==> config.mk <==
export PLATFORM = sky130hd
export DESIGN_NAME = damage_arbiter
export DESIGN_NICKNAME = d
export VERILOG_FILES = /design/src/rtl/damage_arbiter.sv
export SDC_FILE = /design/constraint.sdc
export NUM_CORES = 1
export LEC_CHECK = 0
export ABC_AREA = 0
export BUFFER_PORTS_ARGS = -buffer_cell sky130_fd_sc_hd__clkbuf_2
export CAP_MARGIN = 20
export CORE_MARGIN = 8
export CORE_UTILIZATION = 44
export DETAILED_ROUTE_END_ITERATION = 6
export PLACE_DENSITY = 0.74
export SLEW_MARGIN = 30
export SYNTH_ARGS = -nofsm -noshare
export SYNTH_HDL_FRONTEND = slang
export SYNTH_SLANG_ARGS = --single-unit
==> constraint.sdc <==
create_clock -name clk -period 1.9 [get_ports clk]
set_input_delay 0.095 -clock clk [delete_from_list [all_inputs] [get_ports clk]]
set_output_delay 0.095 -clock clk [all_outputs]
set_load 0.02 [all_outputs]
==> src/rtl/damage_arbiter.sv <==
// -----------------------------------------------------------------------------
// damage_arbiter
//
// Shares a tower's single damage port (damageIn / attackSCEN) among N_REQ
// attacking units. At most one attack event is issued per rising edge of the
// game tick. The granted unit's damage is latched onto damageOut and a
// one-clk strobe is pulsed to the tower. Arbitration stops (HALT) once the
// tower reports dead, and resumes only after the level is restarted through
// enable.
//
// Build option:
//   DAMAGE_COMBINE_EN  defined   -> every requester is granted on a tick;
//                                   damageOut is the saturating sum of their
//                                   damages, with a single strobe.
//                      undefined -> a single round-robin grant per tick.
//
// Parameters:
//   N_REQ  number of requesting units (2..8)
//   DMG_W  damage width, matches the tower's damageIn
//
// Ports:
//   clk          system clock
//   reset        asynchronous, active-high reset
//   gameClk      game tick level, synchronous to clk (rising edge = tick)
//   enable       level in progress; low forces IDLE
//   towerDead    target tower's dead flag
//   req          per-unit attack request, held until granted
//   reqDamage    unit i's damage in bits [i*DMG_W +: DMG_W]
//   grant        one-clk grant pulse per unit
//   damageOut    damage for the tower, valid while attackSCEN is high
//   attackSCEN   one-clk attack strobe to the tower
//   halted       high while in HALT
//   attackCount  attack events this level, saturating at 16'hFFFF
// -----------------------------------------------------------------------------
module damage_arbiter #(
  parameter int N_REQ = 4,
  parameter int DMG_W = 8
) (
  input  logic                   clk,
  input  logic                   reset,
  input  logic                   gameClk,
  input  logic                   enable,
  input  logic                   towerDead,
  input  logic [N_REQ-1:0]       req,
  input  logic [N_REQ*DMG_W-1:0] reqDamage,
  output logic [N_REQ-1:0]       grant,
  output logic [DMG_W-1:0]       damageOut,
  output logic                   attackSCEN,
  output logic                   halted,
  output logic [15:0]            attackCount
);

  localparam int PTR_W = $clog2(N_REQ);

  localparam logic [1:0] ST_IDLE = 2'd0;
  localparam logic [1:0] ST_WAIT = 2'd1;
  localparam logic [1:0] ST_HALT = 2'd2;

  // Pointer value that makes unit 0 the first winner of a level.
  localparam logic [PTR_W-1:0] PTR_LAST = PTR_W'(N_REQ - 1);

  logic [1:0]       state_q,   state_d;
  logic             gameclk_q;
  logic [PTR_W-1:0] ptr_q,     ptr_d;
  logic [N_REQ-1:0] grant_q,   grant_d;
  logic             attack_q,  attack_d;
  logic [DMG_W-1:0] damage_q,  damage_d;
  logic             halted_q,  halted_d;
  logic [15:0]      count_q,   count_d;

  logic tick;

  assign tick = gameClk & ~gameclk_q;

`ifdef DAMAGE_COMBINE_EN
  // Wide enough to hold the sum of all N_REQ damages without overflow.
  localparam int SUM_W = DMG_W + PTR_W + 1;

  logic [SUM_W-1:0] comb_sum;
  logic [DMG_W-1:0] comb_dmg;

  always_comb begin
    comb_sum = '0;
    for (int i = 0; i < N_REQ; i++) begin
      if (req[i]) begin
        comb_sum = comb_sum + SUM_W'(reqDamage[i*DMG_W +: DMG_W]);
      end
    end
    if (comb_sum > SUM_W'({DMG_W{1'b1}})) begin
      comb_dmg = {DMG_W{1'b1}};
    end else begin
      comb_dmg = comb_sum[DMG_W-1:0];
    end
  end
`else
  // Round-robin search starting just after the last winner.
  logic [PTR_W-1:0] rr_idx;
  logic [PTR_W-1:0] rr_cand;
  logic             rr_found;

  always_comb begin
    rr_found = 1'b0;
    rr_idx   = ptr_q;
    rr_cand  = '0;
    for (int off = 1; off <= N_REQ; off++) begin
      rr_cand = PTR_W'((int'(ptr_q) + off) % N_REQ);
      if (!rr_found && req[rr_cand]) begin
        rr_found = 1'b1;
        rr_idx   = rr_cand;
      end
    end
  end
`endif

  always_comb begin
    // NOTE: every signal gets a default before the case so that no path
    // leaves it unassigned; an unassigned path would infer a latch.
    state_d  = state_q;
    ptr_d    = ptr_q;
    grant_d  = '0;
    attack_d = 1'b0;
    damage_d = damage_q;
    count_d  = count_q;

    if (!enable) begin
      state_d = ST_IDLE;
    end else begin
      case (state_q)
        ST_IDLE: begin
          // Start of a level: fresh count, unit 0 wins first.
          count_d = '0;
          ptr_d   = PTR_LAST;
          state_d = towerDead ? ST_HALT : ST_WAIT;
        end
        ST_WAIT: begin
          if (towerDead) begin
            state_d = ST_HALT;
          end else if (tick && (|req)) begin
`ifdef DAMAGE_COMBINE_EN
            grant_d  = req;
            damage_d = comb_dmg;
`else
            grant_d[rr_idx] = 1'b1;
            damage_d        = reqDamage[int'(rr_idx)*DMG_W +: DMG_W];
            ptr_d           = rr_idx;
`endif
            attack_d = 1'b1;
            count_d  = (count_q == 16'hFFFF) ? count_q : count_q + 16'd1;
          end
        end
        ST_HALT: begin
          state_d = ST_HALT;
        end
        default: begin
          state_d = ST_IDLE;
        end
      endcase
    end

    halted_d = (state_d == ST_HALT);
  end

  // NOTE: sequential state is written with non-blocking assignments so every
  // flop samples the pre-edge values regardless of statement order.
  always_ff @(posedge clk or posedge reset) begin
    if (reset) begin
      state_q   <= ST_IDLE;
      gameclk_q <= 1'b0;
      ptr_q     <= PTR_LAST;
      grant_q   <= '0;
      attack_q  <= 1'b0;
      damage_q  <= '0;
      halted_q  <= 1'b0;
      count_q   <= '0;
    end else begin
      state_q   <= state_d;
      gameclk_q <= gameClk;
      ptr_q     <= ptr_d;
      grant_q   <= grant_d;
      attack_q  <= attack_d;
      damage_q  <= damage_d;
      halted_q  <= halted_d;
      count_q   <= count_d;
    end
  end

  assign grant       = grant_q;
  assign attackSCEN  = attack_q;
  assign damageOut   = damage_q;
  assign halted      = halted_q;
  assign attackCount = count_q;

endmodule
==> flow_summary.json, run 1 <==
{
  "status": "finished, violations left",
  "failed_checks": "negative setup slack",
  "cts_buffers": 5,
  "syn_to_final_growth_pct": 43.2,
  "place_ws_ns": -0.0323,
  "antenna_found_initial": 0,
  "grt_pass1_wl_mm": 8.63,
  "wl_per_cell_um": 16.4,
  "gp_congestion": 0.831,
  "fin_skew_ns": 0.00767,
  "max_freq_mhz": 520,
  "drt_iter0_markers": 89,
  "cts_buffer_depth": 2,
  "rsz0062_at_grt": "yes",
  "firstDrtPassIters": 4,
  "die_x_um": 81.9,
  "start_util": 0.449,
  "yosysSeqAreaShare": 0.459,
  "clk_latency_ns": 0.28,
  "finalCritPeriodShare": 1.01,
  "cp-start-kind": "flop",
  "route.met3.wl_um": 325,
  "nets": 337,
  "cts-root-buf": "clkbuf_8",
  "leakagePower_uw": 0.00131,
  "crit_required_ns": 2.06,
  "grt_pass1_vias": 1871,
  "synth_area_per_cell_um2": 9.52,
  "synth_cell_type_count": 40,
  "critical_path_class": "flop to flop",
  "worst_pin_slew_ns": 0.560,
  "hp-class": "primary input to flop",
  "htreeDepth": 2,
  "highest_layer": "met4",
  "timing.slew.headroom": 0.625,
  "power_density_nw_per_um2": 636,
  "num_io_pins": 71,
  "drv_cap": 0,
  "clock-sinks": 35,
  "cts_tree": "yes",
  "wl_mm": 5.69,
  "dieArea_um2": 6710,
  "portBuffers": 70,
  "cp-end-kind": "flop",
  "critPathMaxFanout": 8,
  "setup_tns_ns": -0.0321,
  "viasPerCell": 5.62,
  "grt.total_usage": 0.162,
  "drive_gt1_frac": 0.483,
  "dr_wl_met2_mm": 2.88,
  "design.core.area_um2": 4260,
  "fin_ws_ns": -0.0220,
  "ant_nets": 0,
  "m1WireLength_mm": 2.42,
  "antennaDiodeCount": 0,
  "clkTransAtPathRegs_ns": 0.07,
  "finalSetupViolCount": 4,
  "synth_warnings": 0,
  "place_hpwl_mm": 3.98,
  "crit_arrival_ns": 2.08,
  "rows": 24,
  "ir_drop_v": 0.000396,
  "period_needed_ns": 1.92,
  "die_h_um": 81.9,
  "netlist_instances": 201,
  "drcViolationCount": 0,
  "dp_cells": 332,
  "utilization": 0.643,
  "final_cell_mix": "clkbuf_2, dfrtp_1, nand2_1",
  "ys_ff_latch": 35,
  "overflow": 0,
  "synth_area_um2": 1910,
  "grt_max_degree": 36,
  "layout.cells.non_filler": 348,
  "vias": 1957,
  "slew_viol_final": 0,
  "synth_nets": 243,
  "finalHoldViolations": 0,
  "layout.cells.most_common": "clkbuf_2"
}
cells in the mapped netlist (all sizes together):
cell | count | area share
dfrtp | 33 | 0.43
nand2 | 28 | 0.056
a21oi | 13 | 0.034
nor2 | 12 | 0.024
o31ai | 10 | 0.039
a31oi | 9 | 0.029
buf | 9 | 0.031
or4 | 9 | 0.035
mux2 | 8 | 0.047
o22ai | 8 | 0.026
nand3 | 7 | 0.018
nand2b | 6 | 0.020
nand4 | 6 | 0.020
o21ai | 5 | 0.013
and2 | 4 | 0.013
inv | 4 | 0.0078
mux2i | 4 | 0.021
nor2b | 3 | 0.0098
and3 | 2 | 0.0065
and4 | 2 | 0.010
dfstp | 2 | 0.027
nor3 | 2 | 0.0052
nor3b | 2 | 0.0078
o211a | 2 | 0.010
a21bo | 1 | 0.0052
a21o | 1 | 0.0039
a221o | 1 | 0.0052
a221oi | 1 | 0.014
a31o | 1 | 0.0046
clkbuf | 1 | 0.0020
ha | 1 | 0.0065
nand3b | 1 | 0.0039
nor4 | 1 | 0.0033
o311ai | 1 | 0.0046
or2 | 1 | 0.0033
logic make-up (layout without fill, tap and decap cells):
group                    count (synthesis)  count (layout)  synth area share
AO/OA/AOI/OAI                           53              53             0.190
flip-flops                              35              35             0.459
AND/OR/NAND/NOR                         86              87             0.236
buffers and inverters                   14             108            0.0405
multiplexers                            12              12            0.0680
adder cells (fa/ha/maj)                  1               1           0.00654
flip-flops by register name, summed over array words and instances, names as in the netlist:
| name | count |
|---|---|
| attackCount | 16 |
| attackSCEN | 1 |
| damageOut | 8 |
| gameclk_q | 1 |
| grant | 4 |
| halted | 1 |
| ptr_q | 2 |
| state_q | 2 |
routing by layer:
layer	GRT usage	vias up
met5	0	-
met4	0.0544	0
met3	0.0427	6
met2	0.271	56
met1	0.198	948
li1	-	947
power by group:
part	switching, uW	internal (uW)	total, uW	leakage (uW)
Clock	255	250	505	0.0000477
Sequential	32.6	792	824	0.000463
Combinational	210	202	412	0.000797
Total	497	1240	1740	0.00131
worst max-delay path, cell delays in order, from the launching register on:
cell and delay (ns):
dfstp_2 0.62, mux2i_4 0.10, a221oi_4 0.38, buf_12 0.18, mux2_2 0.35, o22ai_2 0.10
a31oi_1 0.06
worst paths after layout:
check,startpoint,end,slack [ns],cells past startpoint
max in group asynchronous,reset,ptr_q[0]$_DFFE_PP1P_,1.10,4
min,towerDead,state_q[0]$_DFF_PP0_,0.04,2
max reg2reg,ptr_q[1]$_DFFE_PP1P_,damageOut[4]$_DFFE_PP0P_,-0.02,6
min reg2reg,attackCount[4]$_DFFE_PP0P_,attackCount[4]$_DFFE_PP0P_,0.54,1
max,ptr_q[1]$_DFFE_PP1P_,damageOut[4]$_DFFE_PP0P_,-0.02,6
min in group asynchronous,reset,damageOut[5]$_DFFE_PP0P_,0.45,4
final cells by class:
class	count	area [um2]
Inverter	4	15.0
Tap cell	52	65.1
Fill cell	355	1520
Clock buffer	5	68.8
Timing Repair Buffer	96	588
Sequential cell	35	881
Multi-Input combinational cell	153	1110
Clock inverter	3	15.0
metrics by stage:
stage / instance area (um2) / total power (uW) / hold WS [ns]
finish: 2740 / 1740 / 0.0426
global route: 2740 / 1820 / 0.0411
CTS: 2610 / 1720 / 0.0222
detailed placement: 2450 / 1180 / 0.205
global placement: 2450 / 1180 / 0.198
floorplan: 1940 / 1030 / 0.126
what timing repair did:
item | CTS | global route
pin swaps | 1 | 1
resized for setup | 1 | 23
gates cloned | 1 | 1
buffers inserted | 3 | 1
setup endpoints to repair | 6 | 19
hold buffers | 2 | 0
endpoints found under the hold margin | 34 | 0
No activity file was read; power rests on OpenSTA's default activity.
==> run 2: changes to the inputs <==
- CORE_UTILIZATION: 44 -> 53
- PLACE_DENSITY: 0.74 -> 0.84
- REMOVE_ABC_BUFFERS: not set -> 1
- clock period: 1.9 -> 2.3 ns (I/O delays scaled with it)
==> run 2 against run 1 <==
The flow now finishes without violations. Clock skew increased by 0.00099 ns. Routed wire length shrank 11%. Via count shrank 3.3%. Flip-flop and latch count stayed put. Final cell count down 4.0%. Global-route usage up 1.3 points. Critical path depth unchanged. Clock-buffer cell count unchanged. Cell area is 8.7% lower. Register-to-register slack better by 0.17 ns.
==> flow_summary.json, run 2 (synthesized netlist as in run 1, its figures left out) <==
{
  "worst_pin_slew_ns": 0.532,
  "clk_latency_ns": 0.35,
  "drv_cap": 0,
  "grt_pass1_vias": 1851,
  "nets": 327,
  "overflow": 0,
  "largest_register_ffs": 16,
  "crit_required_ns": 2.57,
  "firstDrtPassIters": 4,
  "antenna_found_initial": 0,
  "finalCritPeriodShare": 0.937,
  "design.core.area_um2": 3580,
  "wl_per_cell_um": 15.3,
  "viasPerCell": 5.66,
  "final_cell_mix": "clkbuf_2, dfrtp_1, nand2_1",
  "critPathMaxFanout": 21,
  "holdWs_ns": 0.00459,
  "p_clk_frac": 0.316,
  "grt_max_degree": 36,
  "place_hpwl_mm": 3.59,
  "cts_buffers": 5,
  "finalSetupViolCount": 0,
  "drt_iter0_markers": 163,
  "cts_tree": "yes",
  "drive_gt1_frac": 0.343,
  "dieArea_um2": 5790,
  "rsz0062_at_grt": "no",
  "setup_tns_ns": 0,
  "combPwrFrac": 0.205,
  "antennaDiodeCount": 0,
  "clkTransAtPathRegs_ns": 0.11,
  "crit_arrival_ns": 2.43,
  "cts_buffer_depth": 2,
  "p_seq_frac": 0.479,
  "hp-class": "primary input to flop",
  "drcViolationCount": 0,
  "layout.cells.most_common": "clkbuf_2",
  "filler_cell_count": 281,
  "switching_share": 0.283,
  "finalHoldViolations": 0,
  "post_cts_buffers": 0,
  "final_cell_area_um2": 2500,
  "cts-root-buf": "clkbuf_4",
  "period_needed_ns": 2.16,
  "cp-end-kind": "flop",
  "die_h_um": 76.1,
  "vias": 1892,
  "intPower_uw": 1010,
  "wl_mm": 5.09,
  "dpl-instance-area_um2": 2290,
  "slew_viol_final": 0,
  "rows": 22,
  "gp_congestion": 0.864,
  "critical_path_class": "flop to flop",
  "start_util": 0.535,
  "die_x_um": 76.1,
  "utilization": 0.699,
  "switching_power_uw": 398,
  "cp-start-kind": "flop",
  "fin_skew_ns": 0.00866,
  "clock-sinks": 35,
  "leakagePower_uw": 0.00122,
  "ir_drop_v": 0.000417,
  "max_freq_mhz": 464,
  "syn_to_final_growth_pct": 30.8,
  "grt.total_usage": 0.175,
  "htreeDepth": 2,
  "timing.slew.headroom": 0.645,
  "power_density_nw_per_um2": 563,
  "portBuffers": 70,
  "num_io_pins": 71,
  "grt_pass1_wl_mm": 8.53,
  "status": "finished, final reports clean",
  "ant_nets": 0
}
-- run 2: cell count changes in the layout (fill, tap and decap cells not counted), sizes merged --
cell         before  now
bufinv            0    1
clkinv            3    2
and4              3    2
buf              23    4
bufbuf            1    0
dlygate4sd3       2   13
-- run 2: per-layer routing --
metal,part of all wire,vias up,track usage
met5,0,-,0
met4,0.028,0,0.0808
met3,0.059,12,0.0531
met2,0.49,61,0.286
met1,0.42,896,0.205
li1,-,923,-
-- run 2: area by class of cell --
cell class | instances | area (um2) | area share
inverter | 4 | 15.0 | 0.00600
tap | 48 | 60.1 | 0.0240
sequential | 35 | 878 | 0.351
clock buffer | 5 | 37.5 | 0.0150
clock inverter | 3 | 43.8 | 0.0175
multi-input combinational | 152 | 957 | 0.383
timing repair buffer | 87 | 510 | 0.204
-- run 2: what timing repair did --
| item | in CTS | in global routing |
|---|---|---|
| gates resized for setup | 0 | 0 |
| hold buffers | 13 | 0 |
| hold endpoints to repair | 42 | 0 |
-- run 2: final timing paths --
check / startpoint / end / slack (ns) / cells after the start
min in group asynchronous: reset / damageOut[2]$_DFFE_PP0P_ / 0.38 / 4
setup / recovery: attackCount[0]$_DFFE_PP0P_ / attackCount[13]$_DFFE_PP0P_ / 0.14 / 6
setup reg to reg: attackCount[0]$_DFFE_PP0P_ / attackCount[13]$_DFFE_PP0P_ / 0.14 / 6
hold / removal: reqDamage[8] / damageOut[0]$_DFFE_PP0P_ / 0.005 / 3
max in group asynchronous: reset / ptr_q[1]$_DFFE_PP1P_ / 1.59 / 4
hold reg to reg: attackCount[2]$_DFFE_PP0P_ / attackCount[2]$_DFFE_PP0P_ / 0.56 / 1
-- run 2: stage by stage --
stage          worst slack [ns]  cells  total power [uW]
2_1_floorplan             0.240    191               848
4_1_cts                   0.160    334              1410
3_3_place_gp              0.272    313               950
3_5_place_dp              0.186    313               956
6_report                  0.144    334              1410
5_1_grt                  0.0257    334              1460
-- run 2: power by group through the flow --
stage / Combinational (uW) / Sequential, uW / Clock [uW]
2_1_floorplan: 120 / 728 / 0
4_1_cts: 288 / 674 / 451
3_5_place_dp: 269 / 687 / 0
3_3_place_gp: 265 / 685 / 0
6_report: 288 / 674 / 445
5_1_grt: 313 / 679 / 472
-- run 2: worst max-delay path: stages (launching register included) --
cell	delay, ns
dfrtp_1	0.44
ha_1	0.24
and3_1	0.21
and3_1	0.27
and4_4	0.28
or4_1	0.48
a21oi_1	0.16
==> run 3: changes to the inputs <==
- CORE_UTILIZATION: 53 -> 35
- PLACE_DENSITY: 0.84 -> 0.59
==> run 3 against run 2 <==
Clock skew is 0.0071 ns lower. Cell area down 0.85%. Combinational power decreased by 5%. Final cell count up 4.8%. Die area grew 40%. Clock power grew 29%. Utilization decreased by 24 points. Flip-flop and latch count unchanged. Worst hold slack improved by 0.024 ns. Routed wire length increased by 2.0%. Clock-buffer cell count increased by 1. Total power rose by 8.0%. Critical endpoint is now attackCount[9]$_DFFE_PP0P_. Largest power group unchanged.
==> flow_summary.json, run 3 (synthesized netlist as in run 1, its figures left out) <==
{
  "status": "finished, final reports clean",
  "grt_max_degree": 22,
  "busiest_layer": "met2",
  "htreeDepth": 2,
  "period_needed_ns": 2.13,
  "p_clk_frac": 0.376,
  "cp-end-kind": "flop",
  "gp_congestion": 0.787,
  "antennaDiodeCount": 0,
  "setup_tns_ns": 0,
  "design.core.area_um2": 5410,
  "finalSetupViolCount": 0,
  "clkTransAtPathRegs_ns": 0.07,
  "hp-start": "towerDead",
  "grt_pass1_wl_mm": 8.83,
  "dieArea_um2": 8090,
  "utilization": 0.459,
  "crit_arrival_ns": 2.34,
  "met1_usage": 0.165,
  "grt.total_usage": 0.131,
  "critPathMaxFanout": 21,
  "hp-class": "primary input to flop",
  "place_hpwl_mm": 4.04,
  "final_cell_mix": "clkbuf_2, dfrtp_1, nand2_1",
  "grt_pass1_vias": 1768,
  "ant_nets": 0,
  "wl_mm": 5.20,
  "rows": 27,
  "drv_cap": 0,
  "clock-sinks": 35,
  "grtUsageMet2": 0.209,
  "critical_path_class": "flop to flop",
  "critPathLaunch": "attackCount[0]$_DFFE_PP0P_",
  "drt_iter0_markers": 123,
  "final_cell_area_um2": 2480,
  "layout.cells.non_filler": 350,
  "rsz0062_at_grt": "no",
  "portBuffers": 70,
  "crit_required_ns": 2.51,
  "combPwrFrac": 0.181,
  "wl_per_cell_um": 14.8,
  "dp_cells": 340,
  "switching_power_uw": 398,
  "leakagePower_uw": 0.00121,
  "viasPerCell": 5.17,
  "cts-root-buf": "clkbuf_8",
  "finalHoldViolations": 0,
  "num_io_pins": 71,
  "clk_latency_ns": 0.28,
  "dpl-instance-area_um2": 2340,
  "drcViolationCount": 0,
  "largest_register_ffs": 16,
  "drive_gt1_frac": 0.363,
  "antenna_found_initial": 0,
  "finalCritPeriodShare": 0.926,
  "start_util": 0.354,
  "syn_to_final_growth_pct": 29.7,
  "firstDrtPassIters": 4,
  "timing.slew.headroom": 0.542,
  "grt_use_met3": 0.0366,
  "layout.cells.most_common": "clkbuf_2",
  "intPower_uw": 1120,
  "ir_drop_v": 0.000310,
  "cts_resized": 0,
  "cp-start-kind": "flop",
  "cts_tree": "yes",
  "cts_buffers": 5,
  "r2r-start": "attackCount[0]$_DFFE_PP0P_",
  "slew_viol_final": 0,
  "switching_share": 0.261,
  "holdWs_ns": 0.0284,
  "overflow": 0,
  "power_density_nw_per_um2": 613,
  "p_seq_frac": 0.443,
  "nets": 319,
  "die_h_um": 89.9,
  "cts_buffer_depth": 2,
  "vias": 1811,
  "worst_pin_slew_ns": 0.687,
  "die_x_um": 89.9,
  "max_freq_mhz": 469,
  "fin_skew_ns": 0.00154
}
[run 3: routing by layer]
metal | wire (um) | part of all wire
met5 | 0 | 0
met4 | 91 | 0.018
met3 | 305 | 0.059
met2 | 2520 | 0.48
met1 | 2280 | 0.44
[run 3: area by class of cell]
cell class                      instances  area, um2
Tap cell                               72       90.1
Multi-Input combinational cell        152        957
Timing Repair Buffer                   79        423
Clock inverter                          2       35.0
Sequential cell                        35        878
Clock buffer                            6       82.6
Fill cell                             569       2920
Inverter                                4       15.0
[run 3: path summary, 6_finish.rpt]
| kind | endpoint | slack [ns] | cells past startpoint |
|---|---|---|---|
| setup / recovery | attackCount[9]$_DFFE_PP0P_ | 0.17 | 6 |
| hold / removal | state_q[0]$_DFF_PP0_ | 0.03 | 2 |
| setup reg to reg | attackCount[9]$_DFFE_PP0P_ | 0.17 | 6 |
| hold reg to reg | attackCount[2]$_DFFE_PP0P_ | 0.55 | 1 |
| max in group asynchronous | attackCount[7]$_DFFE_PP0P_ | 1.22 | 4 |
| min in group asynchronous | attackSCEN$_DFF_PP0_ | 0.47 | 3 |
[run 3: critical path, cell delays in order (launching register included)]
cell and delay, ns:
dfrtp_1 0.42, ha_1 0.23, and3_1 0.21, and3_1 0.27, and4_4 0.28, or4_1 0.50
a21oi_1 0.15
[run 3: stage by stage]
| step | total power, uW | worst slack (ns) |
|---|---|---|
| 2_1_floorplan | 848 | 0.240 |
| 3_3_place_gp | 960 | 0.256 |
| 3_5_place_dp | 963 | 0.198 |
| 4_1_cts | 1540 | 0.174 |
| 5_1_grt | 1600 | 0.0468 |
| 6_report | 1520 | 0.169 |
[run 3: repair_timing]
| item | CTS | global route |
|---|---|---|
| setup endpoints to repair | 0 | 0 |
| hold endpoints to repair | 15 | 0 |
| hold buffers | 2 | 0 |
| buffers inserted | 0 | 0 |
[run 3: power groups by stage]
stage	Clock [uW]	Sequential, uW	Combinational [uW]
2_1_floorplan	0	728	120
3_3_place_gp	0	685	275
3_5_place_dp	0	686	277
4_1_cts	588	674	280
5_1_grt	619	678	304
6_report	572	674	275
